--- src/rtl/id_ex_hazard_stage.sv ---
// ID/EX pipeline register with load-use stall detection,
// bubble insertion on hazards and flushes, and a stall counter.
module id_ex_hazard_stage #(
  parameter int LU_STALL = 1,
  parameter int CNT_W    = 16
) (
  input  logic             clk,
  input  logic             rst,
  input  logic             valid_D,
  input  logic [4:0]       rs1_D,
  input  logic [4:0]       rs2_D,
  input  logic [4:0]       rd_D,
  input  logic [9:0]       ctrl_D,
  input  logic [127:0]     data_D,
  input  logic             flush_E,
  output logic             valid_E,
  output logic [4:0]       rs1_E,
  output logic [4:0]       rs2_E,
  output logic [4:0]       rd_E,
  output logic [9:0]       ctrl_E,
  output logic [127:0]     data_E,
  output logic             stall_F,
  output logic             stall_D,
  output logic [CNT_W-1:0] stall_cnt
);

  typedef enum logic {RUN, HOLD} state_e;

  localparam logic [2:0] REM_INIT = 3'(LU_STALL - 1);

  state_e       state_q, state_d;
  logic [2:0]   remain_q, remain_d;
  logic [CNT_W-1:0] cnt_q, cnt_d;

  logic         valid_q, valid_d;
  logic [4:0]   rs1_q, rs1_d;
  logic [4:0]   rs2_q, rs2_d;
  logic [4:0]   rd_q, rd_d;
  logic [9:0]   ctrl_q, ctrl_d;
  logic [127:0] data_q, data_d;

  logic hz;
  logic stall;
  logic bubble;

  // Load in EX whose non-x0 destination feeds the ID instruction
  assign hz = valid_q & ctrl_q[8] & valid_D & (rd_q != 5'd0)
            & ((rd_q == rs1_D) | (rd_q == rs2_D));

  always_comb begin
    state_d  = state_q;
    remain_d = remain_q;
    stall    = 1'b0;
    bubble   = 1'b0;
    unique case (state_q)
      RUN: begin
        remain_d = 3'd0;
        if (flush_E) begin
          bubble = 1'b1;
        end else if (hz) begin
          stall  = 1'b1;
          bubble = 1'b1;
          if (LU_STALL > 1) begin
            state_d  = HOLD;
            remain_d = REM_INIT;
          end
        end
      end
      HOLD: begin
        bubble = 1'b1;
        if (flush_E) begin
          state_d  = RUN;
          remain_d = 3'd0;
        end else begin
          stall    = 1'b1;
          remain_d = remain_q - 3'd1;
          if (remain_q == 3'd1) begin
            state_d = RUN;
          end
        end
      end
      default: begin
        state_d  = RUN;
        remain_d = 3'd0;
        bubble   = 1'b1;
      end
    endcase
  end

  always_comb begin
    cnt_d = cnt_q;
    if (stall && !flush_E && (cnt_q != {CNT_W{1'b1}})) begin
      cnt_d = cnt_q + 1'b1;
    end
  end

  always_comb begin
    valid_d = valid_D;
    rs1_d   = rs1_D;
    rs2_d   = rs2_D;
    rd_d    = rd_D;
    ctrl_d  = ctrl_D;
    data_d  = data_D;
    if (bubble) begin
      valid_d = 1'b0;
      rs1_d   = 5'd0;
      rs2_d   = 5'd0;
      rd_d    = 5'd0;
      ctrl_d  = 10'd0;
      data_d  = 128'd0;
    end
  end

  always_ff @(posedge clk or posedge rst) begin
    if (rst) begin
      state_q  <= RUN;
      remain_q <= 3'd0;
      cnt_q    <= '0;
      valid_q  <= 1'b0;
      rs1_q    <= 5'd0;
      rs2_q    <= 5'd0;
      rd_q     <= 5'd0;
      ctrl_q   <= 10'd0;
      data_q   <= 128'd0;
    end else begin
      state_q  <= state_d;
      remain_q <= remain_d;
      cnt_q    <= cnt_d;
      valid_q  <= valid_d;
      rs1_q    <= rs1_d;
      rs2_q    <= rs2_d;
      rd_q     <= rd_d;
      ctrl_q   <= ctrl_d;
      data_q   <= data_d;
    end
  end

  assign valid_E   = valid_q;
  assign rs1_E     = rs1_q;
  assign rs2_E     = rs2_q;
  assign rd_E      = rd_q;
  assign ctrl_E    = ctrl_q;
  assign data_E    = data_q;
  assign stall_F   = stall;
  assign stall_D   = stall;
  assign stall_cnt = cnt_q;

endmodule

--- config.mk ---
export PLATFORM = sky130hd
export DESIGN_NAME = id_ex_hazard_stage
export DESIGN_NICKNAME = d
export VERILOG_FILES = /design/src/rtl/id_ex_hazard_stage.sv
export SDC_FILE = /design/constraint.sdc
export NUM_CORES = 1
export LEC_CHECK = 0
export CAP_MARGIN = 25
export CORE_AREA = 2 2 128 130
export CTS_CLUSTER_DIAMETER = 40
export DETAILED_ROUTE_END_ITERATION = 7
export DIE_AREA = 0 0 130 132
export PLACE_DENSITY_LB_ADDON = 0.05
export SYNTH_ARGS = -nofsm -noshare
export SYNTH_HDL_FRONTEND = slang
export SYNTH_SLANG_ARGS = --single-unit
--- constraint.sdc ---
create_clock -name clk -period 6.8 [get_ports clk]
set_input_delay 0.68 -clock clk [delete_from_list [all_inputs] [get_ports clk]]
set_output_delay 0.68 -clock clk [all_outputs]
set_load 0.01 [all_outputs]
---- Yosys cells after proc, flatten, opt, wreduce, memory -nomap -nowiden ----
Cells that the tools add are included.
storage, ports and cells
  output and inout port bits .............. 172
  word-level logic and storage cells ...... 42
  register bits after elaboration ......... 174
  input port bits ......................... 157
operators by class
  equality and inequality tests ........... 4
  add/sub/neg operators ................... 2
  reductions and logical operators ........ 4
  mux-type cells .......................... 17
  bitwise logic cells ..................... 6
operators with widths
  cell                                              number
  two-way mux 128 bit                               1
  adder 16 x 1 -> 16 bit, second input constant     1
  != test 16 bit, second input constant             1
  two-way mux 5 bit                                 3
  == test 5 bit                                     2
  two-way mux 10 bit                                1
  two-way mux 1 bit                                 8
  one-hot mux 3 bit (2 select lines)                1
  nonzero test 5 bit                                1
  bitwise AND 1 bit                                 4
  one-hot mux 1 bit (2 select lines)                2
  == test 3 x 1 -> 1 bit, second input constant     1
  two-way mux 3 bit                                 1
  subtractor 3 x 1 -> 3 bit, second input constant  1
  logical AND 1 bit                                 2
  logical NOT 1 bit                                 1
  inverter 1 bit                                    1
  bitwise OR 1 bit                                  1

---- Longest topological paths before layout ----
  depth after elaboration ................. 9
  gate-level depth with buffers ........... 8
  depth with buffers taken out ............ 7

---- Worst setup path before layout ----
OpenSTA, ideal clock, no wires.
  kind .................................... input port to output port
  start ................................... input port rs1_D[2]
  end ..................................... output port stall_F
  data required time ...................... 6120 ps
  path buffers ............................ 1
  slack ................................... 4296 ps
  arrival ................................. 1824 ps
  stages on the path ...................... 6
  cells stage by stage .................... xor2_1 > nor3_1 > a22o_1 > a21o_2 > nor2b_1 > buf_4
on the way
  longest elaborated chain between the ends .. 6
RTL lines
  element                             RTL line  text
  start, declared                     10        input logic [4:0] rs1_D,
  == test 5 bit                       48        & ((rd_q == rs1_D) | (rd_q == rs2_D));
  bitwise OR 1 bit                    48
  bitwise AND 1 bit                   48
  two-way mux 1 bit                   60        end else if (hz) begin
  two-way mux 1 bit                   58        if (flush_E) begin
  one-hot mux 1 bit (2 select lines)  55        unique case (state_q)
  end, declared                       22        output logic stall_F,
Every way passes these cells.

---- Final worst setup path ----
  start ................................... input port rs2_D[2]
  end ..................................... output port stall_F
on the way
  longest elaborated chain between the ends .. 6
RTL lines
  element                             RTL line  text
  start, declared                     11        input logic [4:0] rs2_D,
  == test 5 bit                       48
  bitwise OR 1 bit                    48
  bitwise AND 1 bit                   48
  two-way mux 1 bit                   60
  two-way mux 1 bit                   58
  one-hot mux 1 bit (2 select lines)  55
Every way passes these cells.

==> impl_metrics.py <==
metrics = {
    "synthesis": {
        "synth_top_family_by_area": "simple AND/OR/NAND/NOR gates",
        "synthArstFlopShare_pct": 100,
        "avgSynthCellArea_um2": 14.0,
        "synth-simple-area-share_pct": 20.3,
        "yosysMostFrequentCell": "dfrtp_1",
        "synth_common_cells": "174 x dfrtp_1, 154 x and2_1, 14 x xor2_1",
        "synth_ff_type": "dfrtp_1",
        "synth_edf_count": 0,
        "yosys_warnings": 0,
        "ys_seq_area_share_pct": 72.3,
        "synth-compound-area-share_pct": 0.810,
        "synth_area_leaders": "dfrtp_1 72%, and2_1 16%, xor2_1 2.0%",
        "synth_top_area_share_pct": 72.3,
        "yosys.area_share.adder_pct": 0.623,
        "synthMuxAreaShare_pct": 0.249,
        "ys_types": 32,
        "syn-num-nets": 591,
        "synth-xor-area-share_pct": 3.78,
        "syn_area_um2": 6020,
        "ys_ff_latch": 174,
        "postSynthCellCount": 431,
        "synth_top_cell_by_area": "dfrtp_1",
    },
    "clock_network": {
        "clk_latency_ns": 0.42,
        "cts_setup_buffers": 0,
        "clock_sinks": 174,
        "htreeDepth": 4,
        "clk_pin_slew_ns": 0.05,
        "tritoncts.num_buffers": 17,
        "cts-resized-gates": 0,
        "cts_tree": "done",
        "cts.path.max_buffers": 2,
        "clockRootBuffer": "clkbuf_16",
        "hold_buffers": 0,
    },
    "pwr": {
        "power_density_nw_per_um2": 242,
        "peakVddDrop_mv": 0.161,
        "power.leakage_nw": 4.49,
    },
    "sta": {
        "skew_ns": 0.0119,
        "fin_hold_ws_ns": 0.468,
        "period_needed_ns": 3.45,
        "max_freq_ghz": 0.290,
        "post-route-period-util_pct": 50.8,
        "setup_tns_ns": 0,
        "slew_headroom_pct": 49.3,
        "maxSlewViolCount": 0,
        "grt_setup_unrepaired": "false",
        "worstMarginPinSlew_ns": 0.761,
        "hold_viol_final": 0,
        "setup_viol": 0,
    },
    "worst_setup_path": {
        "path_class": "primary input to output pin",
        "r2r_start": "rd_E[4]",
        "regToRegEndpoint": "data_E[70]",
        "worstSetupStartpointType": "primary input",
        "endpoint_kind": "output pin",
        "cpPeakStageDelay_ns": 0.57,
        "reg2regPathDepth": 8,
        "crit_chain": "clkdlybuf4s50_1, xor2_1, nor3_1, a22o_1, a21o_2, nor2b_1, clkdlybuf4s50_1",
        "critical_path.most_common_cell": "clkdlybuf4s50_1",
        "worstPathRequired_ns": 6.12,
        "crit_start": "rs2_D[2]",
        "critPathArrivalTime_ns": 2.77,
        "cpMaxStageDelayCell": "clkdlybuf4s50_1",
        "reg2reg_setup_slack_ns": 4.42,
        "cp_max_fo": 5,
    },
    "drt": {
        "m1WireLength_um": 5770,
        "top_layer": "met5",
        "drt_iter0_drc": 159,
        "ant_nets": 0,
        "firstDrtPassIters": 4,
        "viasPerCell": 4.30,
        "vias": 4273,
        "drc": 0,
        "route.met2.wl_um": 8540,
        "dr_wl_met3_um": 1970,
        "routed_wirelength_um": 16700,
        "wl_per_cell_um": 16.8,
    },
    "global_route": {
        "grt_pass1_vias": 4507,
        "gr-usage-all-layers_pct": 20.0,
        "overflow": 0,
        "antenna_found_initial": 2,
        "grt_max_degree": 116,
        "grt_first_pass_wirelength_um": 25300,
    },
    "floorplan": {
        "die_area_um2": 17200,
        "die_x_um": 130,
        "initial_core_util_pct": 38.3,
        "rows": 46,
        "io_pins": 329,
        "fp.dieH_um": 132,
        "coreArea_um2": 15700,
    },
    "placement": {
        "hpwl_um": 12500,
        "dpl.cell_count": 959,
        "place_congestion": 0.771,
        "port_buffers": 328,
    },
    "run_status": {
        "outcome": "complete, no violations",
    },
    "flow_run": {
        "drv_cap": 0,
    },
    "min_path": {
        "min-delay-path-class": "register to register",
        "worstHoldStart": "remain_q[0]",
        "hold_depth": 1,
        "whs_endpoint": "remain_q[0]",
    },
    "final_layout": {
        "drive_gt1_share_pct": 5.80,
        "area_growth_pct": 69.6,
        "fin_cells": 993,
        "final_nets": 923,
    },
}
[state kept, by name, summed over array words and instances, names as in the netlist]
register and count:
valid_E 1, data_E 128, rd_E 5, rs1_E 5, ctrl_E 10, state_q 1, rs2_E 5, remain_q 3
stall_cnt 16
[worst max-delay path by stage]
stage	slack (ns)	end
after floorplan	1.40	ctrl_E[0]
after global routing	3.24	stall_F
after CTS	3.36	stall_F
final	3.35	stall_F
after global placement	3.42	stall_F
after detailed placement	3.36	stall_F
[worst max-delay path, delay by kind of cell]
| kind | cells | cell delay (ns) |
|---|---|---|
| AOI/OAI and AO/OA | 2 | 0.41 |
| xor gates and xnor gates | 1 | 0.15 |
| buffers and inverters | 2 | 1.00 |
| and+or+nand+nor | 2 | 0.52 |
[layout make-up]
type | instances | area [µm²]
timing repair buffer | 332 | 3350
clock inverter | 9 | 179
inverter | 4 | 20.0
sequential | 174 | 4350
tap | 216 | 270
multi-input combinational | 234 | 1550
fill | 1232 | 5500
antenna | 1 | 2.50
clock buffer | 23 | 488
[stage by stage]
stage | power, mW | utilization (%) | worst slack (ns) | instance area [µm²]
final | 2.48 | 65.0 | 3.35 | 10200
after global routing | 2.57 | 65.0 | 3.24 | 10200
after CTS | 2.50 | 64.8 | 3.36 | 10200
after detailed placement | 1.41 | 60.6 | 3.36 | 9520
after global placement | 1.41 | 60.4 | 3.42 | 9490
after floorplan | 1.21 | - | 1.40 | 6020
[layout by cell type, fill, tap and decap left out, types with 2 or more instances in the layout]
| master | n |
|---|---|
| clkdlybuf4s50_1 | 328 |
| dfrtp_1 | 174 |
| and2_1 | 154 |
| clkbuf_16 | 17 |
| xor2_1 | 14 |
| xnor2_1 | 12 |
| nor2_1 | 8 |
| nand2_1 | 8 |
| nand3_1 | 7 |
| nor3_1 | 5 |
| bufinv_16 | 5 |
| nand4_1 | 4 |
| clkbuf_8 | 4 |
| inv_1 | 3 |
| ha_1 | 3 |
| a21oi_1 | 2 |
| inv_6 | 2 |
| nor4_1 | 2 |
| clkinvlp_4 | 2 |
| clkbuf_1 | 2 |
| buf_16 | 2 |
| buf_4 | 2 |
[cell families after synthesis]
logic type / Yosys count
and+or+nand+nor: 198
buffers and inverters: 23
xor gates and xnor gates: 26
muxes: 1
DFF: 174
AOI/OAI and AO/OA: 6
adders and majority gates: 3
[where the power goes]
part / internal (mW) / switching, mW
Sequential: 1.08 / 0.0152
Combinational: 0.187 / 0.108
Clock: 0.692 / 0.392
[metal layers]
metal	vias up	track usage [%]
li1	2002	-
met1	2022	20.7
met2	216	33.9
met3	31	10.2
met4	2	8.06
met5	-	0
Power figures use the tool's default switching activity.
